**config.mk**
```make
export PLATFORM = sky130hd
export DESIGN_NAME = fir_mac_sequencer
export DESIGN_NICKNAME = d
export VERILOG_FILES = /design/src/rtl/fir_mac_sequencer.sv
export SDC_FILE = /design/constraint.sdc
export NUM_CORES = 1
export LEC_CHECK = 0
export CORE_MARGIN = 10
export CORE_UTILIZATION = 30
export CTS_CLUSTER_DIAMETER = 100
export DETAILED_ROUTE_END_ITERATION = 10
export PLACE_DENSITY = 0.46
export SLEW_MARGIN = 10
export SYNTH_ARGS = -nofsm -noshare
export SYNTH_HDL_FRONTEND = slang
export SYNTH_SLANG_ARGS = --single-unit
```
**constraint.sdc**
```tcl
create_clock -name CLK -period 3.2 [get_ports CLK]
set_input_delay 0.48 -clock CLK [delete_from_list [all_inputs] [get_ports CLK]]
set_output_delay 0.48 -clock CLK [all_outputs]
set_load 0.005 [all_outputs]
```
**src/rtl/fir_mac_sequencer.sv**
```systemverilog
// 19-tap symmetric low-pass FIR, one tap per cycle through an external shared multiplier.
// state | meaning: IDLE wait for sample | MAC accumulate taps | ROUND round+saturate | OUT hold result
module fir_mac_sequencer #(
  parameter int DW    = 16,
  parameter int NTAPS = 19
) (
  input  logic            CLK,
  input  logic            RST_N,
  input  logic [DW-1:0]   Data,
  input  logic            DataIn_valid,
  output logic            DataIn_ready,
  output logic [DW-1:0]   DataOut,
  output logic            Data_valid,
  input  logic            DataOut_ready,
  output logic [DW-1:0]   mult_a,
  output logic [DW-1:0]   mult_b,
  input  logic [2*DW-1:0] mult_p,
  output logic            busy
);

  localparam int ACCW = 36;
  localparam int TAPW = 5;
  localparam int RW   = ACCW - 16;
  localparam logic [TAPW-1:0] LAST_TAP = TAPW'(NTAPS - 1);

  typedef enum logic [1:0] {
    S_IDLE  = 2'd0,
    S_MAC   = 2'd1,
    S_ROUND = 2'd2,
    S_OUT   = 2'd3
  } state_t;

  state_t          state_q, state_d;
  logic [TAPW-1:0] tap_q, tap_d;
  logic [ACCW-1:0] acc_q, acc_d;
  logic [DW-1:0]   dout_q, dout_d;
  logic [DW-1:0]   dline_q [NTAPS];
  logic [DW-1:0]   dline_d [NTAPS];

  logic [ACCW-1:0] acc_rnd;
  logic [RW-1:0]   r_val;

  function automatic logic [DW-1:0] coef(input logic [TAPW-1:0] idx);
    logic [DW-1:0] c;
    case (idx)
      5'd0:    c = DW'(26);
      5'd1:    c = DW'(270);
      5'd2:    c = DW'(963);
      5'd3:    c = DW'(2424);
      5'd4:    c = DW'(4869);
      5'd5:    c = DW'(8259);
      5'd6:    c = DW'(12194);
      5'd7:    c = DW'(15948);
      5'd8:    c = DW'(18666);
      5'd9:    c = DW'(19660);
      5'd10:   c = DW'(18666);
      5'd11:   c = DW'(15948);
      5'd12:   c = DW'(12194);
      5'd13:   c = DW'(8259);
      5'd14:   c = DW'(4869);
      5'd15:   c = DW'(2424);
      5'd16:   c = DW'(963);
      5'd17:   c = DW'(270);
      5'd18:   c = DW'(26);
      default: c = '0;
    endcase
    return c;
  endfunction

  // Round half-up at bit 16; anything left above the output width saturates.
  assign acc_rnd = acc_q + ACCW'(32768);
  assign r_val   = acc_rnd[ACCW-1:16];

  always_comb begin
    state_d = state_q;
    tap_d   = tap_q;
    acc_d   = acc_q;
    dout_d  = dout_q;
    for (int k = 0; k < NTAPS; k++) dline_d[k] = dline_q[k];
    mult_a  = '0;
    mult_b  = '0;

    case (state_q)
      S_IDLE: begin
        if (DataIn_valid) begin
          for (int k = 1; k < NTAPS; k++) dline_d[k] = dline_q[k-1];
          dline_d[0] = Data;
          acc_d      = '0;
          tap_d      = '0;
          state_d    = S_MAC;
        end
      end
      S_MAC: begin
        mult_a = coef(tap_q);
        mult_b = dline_q[tap_q];
        acc_d  = acc_q + ACCW'(mult_p);
        tap_d  = tap_q + TAPW'(1);
        if (tap_q == LAST_TAP) state_d = S_ROUND;
      end
      S_ROUND: begin
        dout_d  = (|r_val[RW-1:DW]) ? '1 : r_val[DW-1:0];
        state_d = S_OUT;
      end
      S_OUT: begin
        if (DataOut_ready) state_d = S_IDLE;
      end
      default: state_d = S_IDLE;
    endcase
  end

  always_ff @(posedge CLK or negedge RST_N) begin
    if (!RST_N) begin
      state_q <= S_IDLE;
      tap_q   <= '0;
      acc_q   <= '0;
      dout_q  <= '0;
      for (int k = 0; k < NTAPS; k++) dline_q[k] <= '0;
    end else begin
      state_q <= state_d;
      tap_q   <= tap_d;
      acc_q   <= acc_d;
      dout_q  <= dout_d;
      for (int k = 0; k < NTAPS; k++) dline_q[k] <= dline_d[k];
    end
  end

  assign DataIn_ready = (state_q == S_IDLE);
  assign Data_valid   = (state_q == S_OUT);
  assign busy         = (state_q != S_IDLE);
  assign DataOut      = dout_q;

endmodule

```
==> metrics.md, run 1 <==
| Metric | Value |
|---|---|
| Initial antenna violation count | `0` |
| Vias | `12800` |
| Ys async rst share | `1.00` |
| Lkg Pwr | `0.0103 uW` |
| MaxCap Viol Count | `0` |
| Antenna cells | `0` |
| Hold Worst Slack | `roughly 0.46 ns` |
| Clock transition at the registers of the reported paths | `0.06 ns` |
| Crit path launch type | `register` |
| Commonest non-fill, non-tap cell in the layout | `dfrtp_1` |
| Post-Syn Nets | `1646` |
| Period utilization | `0.986` |
| Clock period minus final worst setup slack | `3.16 ns` |
| Final core occ | `0.374` |
| Hold Path Class | `primary input to async pin` |
| First-pass GRT wire length | `slightly below 80000 um` |
| Crit path cell chain | `buf_12, bufbuf_16, mux4_2, a21oi_2, o32ai_2, buf_4, dlygate4sd2_1` |
| Fmax | `317 MHz` |
| Fin. Hold Viols | `0` |
| Post-Syn Area per Cell | `12.1 um2` |
| Area Growth Syn to Fin | `23.1%` |
| Vias in the first global route | `between 10000 and 15000` |
| WS Path Type | `register to output pin` |
| Via density | `4.97` |
| Final setup vio count | `0` |
| Synthesized instance count | `1548` |
| Critical path arrival | `2.68 ns` |
| CP required | `approximately 2.7 ns` |
| Ys flop type | `dfrtp_1` |
| Largest net degree at the start of global routing | `95` |
| Routed len/inst | `19.4 um` |
| Worst reg2reg setup slack | `between 0.4 and 0.5 ns` |
| Row Count | `91` |
| GRT Residual Overflow | `0` |
| Power density cells | `1010 nW/um2` |
| # clock sinks | `roughly 360` |
| Yosys top cell by area | `dfrtp_1` |
| PortBufs | `101` |
| Yosys cell types | `70` |
| Hpwl dp | `34200 um` |
| Clock Latency Late Sink | `just under 0.6 ns` |
| Pre-antenna DRT Iters | `5` |
| Crit-path max FO | `11` |
| CTS tree | `done` |
| Sequential area share after synthesis | `0.484` |
| Layout cells sized above 1 | `0.343` |
| Crit end category | `output pin` |
| Io pins | `a little over 100` |
| Die height | `between 200 and 300 um` |
| DP Area | `21200 um2` |
| Crit-path max cell delay | `roughly 0.54 ns` |
| Clock skew | `0.0142 ns` |
| Chip width | `between 200 and 300 um` |
| First DRT Iteration DRCs | `525` |
| TritonCTS Buffers | `42` |
| Slowest-stage cell, CP | `mux4_2` |
| Worst VDD drop | `0.513 mV` |
| Remaining DRCs | `0` |
| YS warnings | `0` |
| Rel. slew slack | `0.513` |
| Worst-margin pin slew | `0.731 ns` |
| Crit path from | `tap_q[0]$_DFFE_PN0P_` |
| Unrepaired setup endpoints after global routing | `true` |
| Post-synthesis register bit count | `363` |
| Design Area, Final | `23100 um2` |
| Antenna-violating nets left | `0` |
| Slew Limit Fails | `0` |
| Post-synth EDFFs | `0` |
| Final nets | `roughly 1800` |
| RR Endpoint | `acc_q[18]$_DFFE_PN0P_` |
| Synthesized area | `18800 um2` |
| Buffer levels on the longest clock path | `3` |
| WL final | `49800 um` |
| GPL Wtd Cong | `around 0.83` |
| GR Util All Layers | `0.135` |
| DIE AREA | `73000 um2` |
| Most frequent cells in the layout | `dfrtp_1 (361), mux2_2 (304), nand2_1 (105), a21oi_1 (99), buf_4 (89)` |
| Status | `complete, no violations` |
| CORE AREA | `61800 um2` |
| Initial Util | `0.304` |
| Area contributors post-synth | `dfrtp_1 (48%), mux2_2 (18%), mux4_2 (5.8%)` |
| FF-to-FF path depth | `10` |
| Clk root buf | `clkbuf_16` |
| Crit Reg-Reg Startpoint | `acc_q[0]$_DFFE_PN0P_` |
| H-tree depth | `2` |
| Area share of the largest cell type after synthesis | `0.484` |
-- how the worst max path moves through the flow --
stage / to / depth (start not counted)
final: mult_b[12] / 7
after floorplan: acc_q[22]$_DFFE_PN0P_ / 10
after global routing: mult_b[10] / 7
after detailed placement: acc_q[18]$_DFFE_PN0P_ / 11
after CTS: mult_b[11] / 7
after global placement: acc_q[18]$_DFFE_PN0P_ / 11
-- cells in the mapped netlist, types with 4 or more instances --
cell type	number
nand2_1	106
inv_1	20
nand4_1	13
o22ai_1	7
o211ai_1	4
buf_2	9
o21ai_0	61
buf_6	7
dfrtp_1	363
a211oi_1	7
nand3_1	24
mux2_2	304
buf_1	7
o21bai_1	4
xor2_1	27
o21a_1	6
a22o_1	4
nor3_1	13
buf_4	11
a21o_1	4
nor2_1	87
and3_1	19
a31oi_1	11
o32ai_1	12
ha_1	45
mux4_2	48
o21ai_1	7
a21oi_1	105
xnor2_1	19
clkbuf_8	4
o221ai_1	13
clkbuf_1	62
a221o_1	4
mux2i_1	54
-- critical path: cells and delay by family, from the launching register on --
kind / cells / cell delay (ns)
DFF: 1 / 0.42
AOI/OAI and AO/OA: 2 / 0.27
muxes: 1 / 0.54
buffers and inverters: 4 / 0.87
-- report_power, final --
part	internal, uW	switching [uW]	total [uW]
Combinational	5470	5400	10900
Clock	3030	2000	5030
Sequential	6250	1270	7530
-- per-stage QoR --
| step | setup slack, ns | instances | power [uW] | setup TNS, ns |
|---|---|---|---|---|
| CTS | -0.00399 | 2563 | 23700 | -0.00708 |
| floorplan | 0.634 | 1548 | 14400 | 0 |
| finish | 0.0434 | 2570 | 23400 | 0 |
| global placement | -0.0566 | 2478 | 18000 | -0.0600 |
| global route | -0.0536 | 2570 | 25100 | -0.201 |
| detailed placement | -0.0630 | 2478 | 18100 | -0.0712 |
-- layout make-up --
type | instances | area [um2]
Clock inverter | 11 | 183
Fill cell | 6094 | 38700
Multi-Input combinational cell | 1062 | 9320
Tap cell | 837 | 1050
Timing Repair Buffer | 210 | 2100
Sequential cell | 363 | 9090
Inverter | 22 | 83.8
Clock buffer | 65 | 1290
-- registers in the layout, summed over array words and instances, names as in the netlist --
signal / count
DataOut: 16
acc_q: 36
dline_q: 304
state_q: 2
tap_q: 5
-- routing by layer --
layer,vias up,track usage,part of all wire
met5,-,0,0
li1,5994,-,-
met1,6531,0.166,0.44
met2,199,0.238,0.51
met4,0,0.0412,0.022
met3,59,0.0202,0.032
-- what timing repair did --
item                                    CTS  global route
buffers inserted                          7             6
pin swaps                                15            11
hold buffers                              1             0
cloned                                    1             1
gates resized for setup                  80            16
endpoints found under the setup margin   29            15
endpoints found under the hold margin    59             0
-- cells by family after synthesis --
family / Yosys count / synth area share
mux: 406 / 0.269
flops: 363 / 0.484
simple gates: 284 / 0.0689
compound gates: 279 / 0.0927
buf+inv: 123 / 0.0327
fa+ha+maj: 46 / 0.0311
xor+xnor: 46 / 0.0215
other cells: 1 / 0.000200
Note: power is estimated with default switching activity, not from simulation.
==> run 2, diff against run 1 <==
--- a/config.mk
+++ b/config.mk
@@ -5,7 +5,7 @@
 export SDC_FILE = /design/constraint.sdc
 export NUM_CORES = 1
 export LEC_CHECK = 0
-export CORE_MARGIN = 10
+export CORE_MARGIN = 4
 export CORE_UTILIZATION = 30
 export CTS_CLUSTER_DIAMETER = 100
 export DETAILED_ROUTE_END_ITERATION = 10
==> run 2 against run 1 <==
Clock-buffer cell count is 2 higher. Sequential share of layout area hardly changed. Sequential power hardly changed. Critical endpoint is now mult_b[11]. Final cell count down 0.62%. Via count rose by 0.38%. Core utilization about the same. Worst hold slack better by 0.031 ns. Critical path type unchanged.
==> metrics.md, run 2 (same netlist as run 1, synthesis figures left out) <==
| Metric | Value |
|---|---|
| GPL Wtd Cong | `a little over 0.8` |
| Stages on worst setup path | `9` |
| Critical path arrival | `around 2.6 ns` |
| Area of the multi-input gates | `9460 um2` |
| Cell family with most CP delay | `buffers and inverters` |
| Final core occ | `0.374` |
| Vias | `12800` |
| GRT Residual Overflow | `0` |
| MaxCap Viol Count | `0` |
| Buffer levels on the longest clock path | `3` |
| First-pass GRT wire length | `78500 um` |
| Crit end category | `output pin` |
| Die height | `about 260 um` |
| Clock transition at the registers of the reported paths | `0.06 ns` |
| Final setup vio count | `0` |
| Hpwl dp | `32600 um` |
| Clock skew | `0.0226 ns` |
| Crit path cell chain | `buf_4, buf_12, buf_12, buf_6, mux4_2, a21oi_4, o32ai_4, buf_6, buf_6` |
| CP required | `2.72 ns` |
| First DRT Iteration DRCs | `approximately 600` |
| Routed len/inst | `19.3 um` |
| TritonCTS Buffers | `44` |
| Unrepaired setup endpoints after global routing | `true` |
| WS Path Type | `register to output pin` |
| Sequential cell area | `a little over 9000 um2` |
| Clock period minus final worst setup slack | `roughly 3.1 ns` |
| Pre-antenna DRT Iters | `5` |
| Cell Count, Final, Fillers Out | `2554` |
| PortBufs | `101` |
| Largest register by flop count | `dline_q` |
| Fmax | `roughly 320 MHz` |
| DIE AREA | `66600 um2` |
| Layout cells sized above 1 | `0.354` |
| Post-route setup TNS | `0 ns` |
| Crit path launch type | `register` |
| Initial Util | `0.304` |
| CTS tree | `done` |
| Clock Latency Late Sink | `~0.57 ns` |
| Worst VDD drop | `0.683 mV` |
| Worst-margin pin slew | `0.739 ns` |
| Status | `complete, no violations` |
| Final nets | `1789` |
| Vias in the first global route | `13600` |
| Pwr Total | `23400 uW` |
| Largest net degree at the start of global routing | `125` |
| H-tree depth | `2` |
| Most frequent cells in the layout | `dfrtp_1 (361), mux2_2 (304), nand2_1 (101), a21oi_1 (96), nor2_1 (78)` |
| DP Area | `21100 um2` |
| Slew Limit Fails | `0` |
| Rel. slew slack | `0.507` |
| Fillers | `6057` |
| Slowest-stage cell, CP | `dfrtp_4` |
| Crit-path max FO | `6` |
| Worst reg2reg setup slack | `0.50 ns` |
| GR Util All Layers | `0.148` |
| CP most frequent cell | `buf_6` |
| Max reg flops | `slightly above 300` |
| Period utilization | `0.976` |
| Antenna-violating nets left | `0` |
| Row Count | `91` |
| Commonest non-fill, non-tap cell in the layout | `dfrtp_1` |
| Initial antenna violation count | `1` |
| Via density | `about 5.0` |
| Lkg Pwr | `0.0102 uW` |
| Chip width | `258 um` |
| Power density cells | `1010 nW/um2` |
| Antenna cells | `0` |
| Design Area, Final | `approximately 23000 um2` |
| Io pins | `roughly 100` |
| CORE AREA | `61800 um2` |
| Worst hold stages | `2` |
| FF-to-FF path depth | `10` |
| # clock sinks | `roughly 360` |
| Fin. Hold Viols | `0` |
| Clk root buf | `clkbuf_16` |
| Hold Path Class | `register to register` |
| Area Growth Syn to Fin | `23.2%` |
| Crit-path max cell delay | `0.48 ns` |
| Worst path bufs/invs | `6` |
| Remaining DRCs | `0` |
| Placed instance count | `2468` |
| WL final | `49200 um` |
[run 2: path summary, 6_finish.rpt]
check / to / from
max: mult_b[11] / tap_q[0]$_DFFE_PN0P_
min: acc_q[5]$_DFFE_PN0P_ / acc_q[5]$_DFFE_PN0P_
max reg2reg: acc_q[22]$_DFFE_PN0P_ / acc_q[0]$_DFFE_PN0P_
min reg2reg: acc_q[5]$_DFFE_PN0P_ / acc_q[5]$_DFFE_PN0P_
max in group asynchronous: dline_q[245]$_DFFE_PN0P_ / RST_N
min in group asynchronous: dline_q[104]$_DFFE_PN0P_ / RST_N
[run 2: metrics by stage]
step / hold slack [ns] / worst slack [ns]
2_1_floorplan: 0.184 / 0.634
3_3_place_gp: 0.470 / -0.0575
3_5_place_dp: 0.479 / -0.0207
4_1_cts: 0.467 / -0.140
5_1_grt: 0.495 / -0.0384
6_report: 0.486 / 0.0761
[run 2: final cells by class]
type / instances / area share
multi-input cells: 1062 / 0.409
inverters: 22 / 0.00363
well taps: 837 / 0.0453
clock buffers: 67 / 0.0575
repair buffers: 198 / 0.0871
flip-flops and latches: 363 / 0.393
clock inverters: 5 / 0.00374
[run 2: report_power, final]
part | leakage [uW] | switching [uW] | total (uW) | internal [uW]
clock | 0.000693 | 1970 | 4890 | 2930
sequential | 0.00466 | 1240 | 7500 | 6250
combinational | 0.00483 | 5500 | 11100 | 5550
[run 2: worst reg2reg max path, cell delays in order (launching register included)]
cell and delay (ns):
dfrtp_1 0.38, ha_1 0.21, fa_1 0.40, a21oi_1 0.19, o211ai_1 0.16, a211o_1 0.35, a41o_1 0.30, a21oi_1 0.27
o21ai_1 0.11, xnor2_1 0.14, o21ai_1 0.07
[run 2: repair_timing]
item / 4_1_cts / 5_1_grt
resized for setup: 131 / 31
pin swaps: 21 / 11
endpoints found under the hold margin: 71 / 0
hold buffers: 1 / 0
setup buffers: 10 / 4
cloned: 5 / 0
endpoints found under the setup margin: 27 / 16
[run 2: metal layers]
layer | GRT usage | routed length, um | up-vias
met3 | 0.0230 | 1990 | 68
li1 | - | - | 5960
met5 | 0 | 0 | -
met2 | 0.256 | 24600 | 228
met4 | 0.0434 | 1090 | 0
met1 | 0.193 | 21600 | 6575
==> run 3, diff against run 2 <==
--- a/config.mk
+++ b/config.mk
@@ -5,9 +5,11 @@
 export SDC_FILE = /design/constraint.sdc
 export NUM_CORES = 1
 export LEC_CHECK = 0
+export ABC_AREA = 0
 export CORE_MARGIN = 4
 export CORE_UTILIZATION = 30
 export CTS_CLUSTER_DIAMETER = 100
+export CTS_CLUSTER_SIZE = 16
 export DETAILED_ROUTE_END_ITERATION = 10
 export PLACE_DENSITY = 0.46
 export SLEW_MARGIN = 10
==> run 3 against run 2 <==
Final cell count is 1.5% lower. Sequential power hardly changed. Critical endpoint unchanged. Design area is 2.8% lower. Largest power group unchanged. Die area stayed put.
==> metrics.md, run 3 (same netlist as run 1, synthesis figures left out) <==
| Metric | Value |
|---|---|
| Largest net degree at the start of global routing | `125` |
| Pwr Total | `~22000 uW` |
| Final setup vio count | `0` |
| GPL Wtd Cong | `0.818` |
| Die height | `258 um` |
| CP required | `roughly 2.7 ns` |
| CORE AREA | `61800 um2` |
| Final core occ | `0.363` |
| FF-to-FF path depth | `10` |
| Rel. slew slack | `0.500` |
| Routed len/inst | `19.4 um` |
| Buffer levels on the longest clock path | `3` |
| Crit end category | `output pin` |
| Hpwl dp | `32600 um` |
| Largest register by flop count | `dline_q` |
| Layout cells sized above 1 | `0.350` |
| Final nets | `1773` |
| Design Area, Final | `22500 um2` |
| PortBufs | `101` |
| Max reg flops | `304` |
| Crit path from | `tap_q[0]$_DFFE_PN0P_` |
| Antenna-violating nets left | `0` |
| Clock transition at the registers of the reported paths | `~0.07 ns` |
| Row Count | `91` |
| Most frequent cells in the layout | `dfrtp_1 (361), mux2_2 (304), nand2_1 (100), a21oi_1 (92), nor2_1 (78)` |
| Commonest non-fill, non-tap cell in the layout | `dfrtp_1` |
| MaxCap Viol Count | `0` |
| Fin. Hold Viols | `0` |
| GRT Residual Overflow | `0` |
| Crit Reg-Reg Startpoint | `acc_q[0]$_DFFE_PN0P_` |
| Period utilization | `0.975` |
| Antenna cells | `0` |
| Dpl ws | `-0.0207 ns` |
| Worst-margin pin slew | `0.750 ns` |
| Initial antenna violation count | `1` |
| Lkg Pwr | `0.00984 uW` |
| GR Util All Layers | `0.146` |
| RR Endpoint | `acc_q[22]$_DFFE_PN0P_` |
| Crit path launch type | `register` |
| Vias in the first global route | `about 13000` |
| Clock period minus final worst setup slack | `roughly 3.1 ns` |
| Crit-path max FO | `6` |
| Clock Latency Late Sink | `0.59 ns` |
| Worst VDD drop | `0.532 mV` |
| Fmax | `321 MHz` |
| Clock skew | `~0.012 ns` |
| Area Growth Syn to Fin | `19.7%` |
| Worst reg2reg setup slack | `0.49 ns` |
| Clk root buf | `clkbuf_16` |
| # clock sinks | `about 360` |
| WS Path Type | `register to output pin` |
| First DRT Iteration DRCs | `689` |
| H-tree depth | `1` |
| Remaining DRCs | `0` |
| Io pins | `103` |
| Pre-antenna DRT Iters | `7` |
| Worst setup endpoint | `mult_b[11]` |
| DIE AREA | `66600 um2` |
| TritonCTS Buffers | `27` |
| Via density | `5.02` |
| Chip width | `258 um` |
| DP Area | `21100 um2` |
| Initial Util | `0.304` |
| Slew Limit Fails | `0` |
| Vias | `approximately 13000` |
| Status | `complete, no violations` |
| First-pass GRT wire length | `roughly 80000 um` |
| Power density cells | `roughly 1000 nW/um2` |
| Critical path arrival | `2.64 ns` |
| CTS tree | `done` |
| Final worst slack | `between 0.08 and 0.09 ns` |
| WL final | `48800 um` |
| Hold Path Class | `register to register` |
[run 3: cell count changes in the layout (fill, tap and decap cells not counted), moves of 2 or more]
cell	change
buf_8	+2
clkbuf_1	-10
clkbuf_8	-12
a21oi_1	-4
ha_2	-2
clkinvlp_4	+2
a21oi_2	+5
clkbuf_2	+2
clkbuf_16	-18
[run 3: area by class of cell]
class,count,area [um2]
tap,837,1050
timing repair buffer,199,2000
inverter,22,87.6
clock inverter,6,76.3
clock buffer,27,676
fill,6088,39400
sequential,363,9090
multi-input combinational,1062,9480
[run 3: metal layers]
metal | GRT usage | up-vias | wire, um | part of all wire
met5 | 0 | - | 0 | 0
met4 | 0.0303 | 0 | 1020 | 0.021
met3 | 0.0221 | 62 | 1830 | 0.037
met2 | 0.256 | 212 | 24500 | 0.50
met1 | 0.192 | 6441 | 21500 | 0.44
li1 | - | 5903 | - | -
[run 3: worst min path at each step]
| stage | startpoint | endpoint | cells after the start |
|---|---|---|---|
| 2_1_floorplan | RST_N | DataOut[0]$_DFFE_PN0P_ | 0 |
| 3_3_place_gp | acc_q[8]$_DFFE_PN0P_ | acc_q[8]$_DFFE_PN0P_ | 2 |
| 3_5_place_dp | acc_q[5]$_DFFE_PN0P_ | acc_q[5]$_DFFE_PN0P_ | 2 |
| 4_1_cts | Data[4] | dline_q[292]$_DFFE_PN0P_ | 2 |
| 5_1_grt | Data[15] | dline_q[303]$_DFFE_PN0P_ | 2 |
| 6_report | acc_q[5]$_DFFE_PN0P_ | acc_q[5]$_DFFE_PN0P_ | 2 |
[run 3: repair_timing]
action,in CTS,in global routing
pin swaps,22,18
hold endpoints to repair,71,0
gates cloned,5,0
gates resized for setup,135,45
buffers inserted,10,6
endpoints found under the setup margin,28,24
hold buffers,1,0
[run 3: through the flow]
stage | std cells | hold WS [ns] | TNS [ns]
4_1_cts | 2513 | 0.465 | -0.455
3_5_place_dp | 2468 | 0.479 | -0.0207
2_1_floorplan | 1548 | 0.184 | 0
3_3_place_gp | 2468 | 0.470 | -0.0575
5_1_grt | 2516 | 0.482 | -0.00980
6_report | 2516 | 0.491 | 0
[run 3: where the power goes]
group          switching, uW  leakage (uW)  internal, uW
sequential              1250       0.00466          6240
combinational           5500       0.00481          5560
clock                   1700      0.000369          1600
total                   8460       0.00984         13400
[run 3: worst max-delay path: stages, from the launching register on]
cell and delay, ns:
dfrtp_4 0.49, buf_4 0.15, buf_12 0.14, buf_12 0.15, buf_8 0.14, mux4_2 0.45
a21oi_4 0.16, o32ai_4 0.10, buf_6 0.15, buf_6 0.11
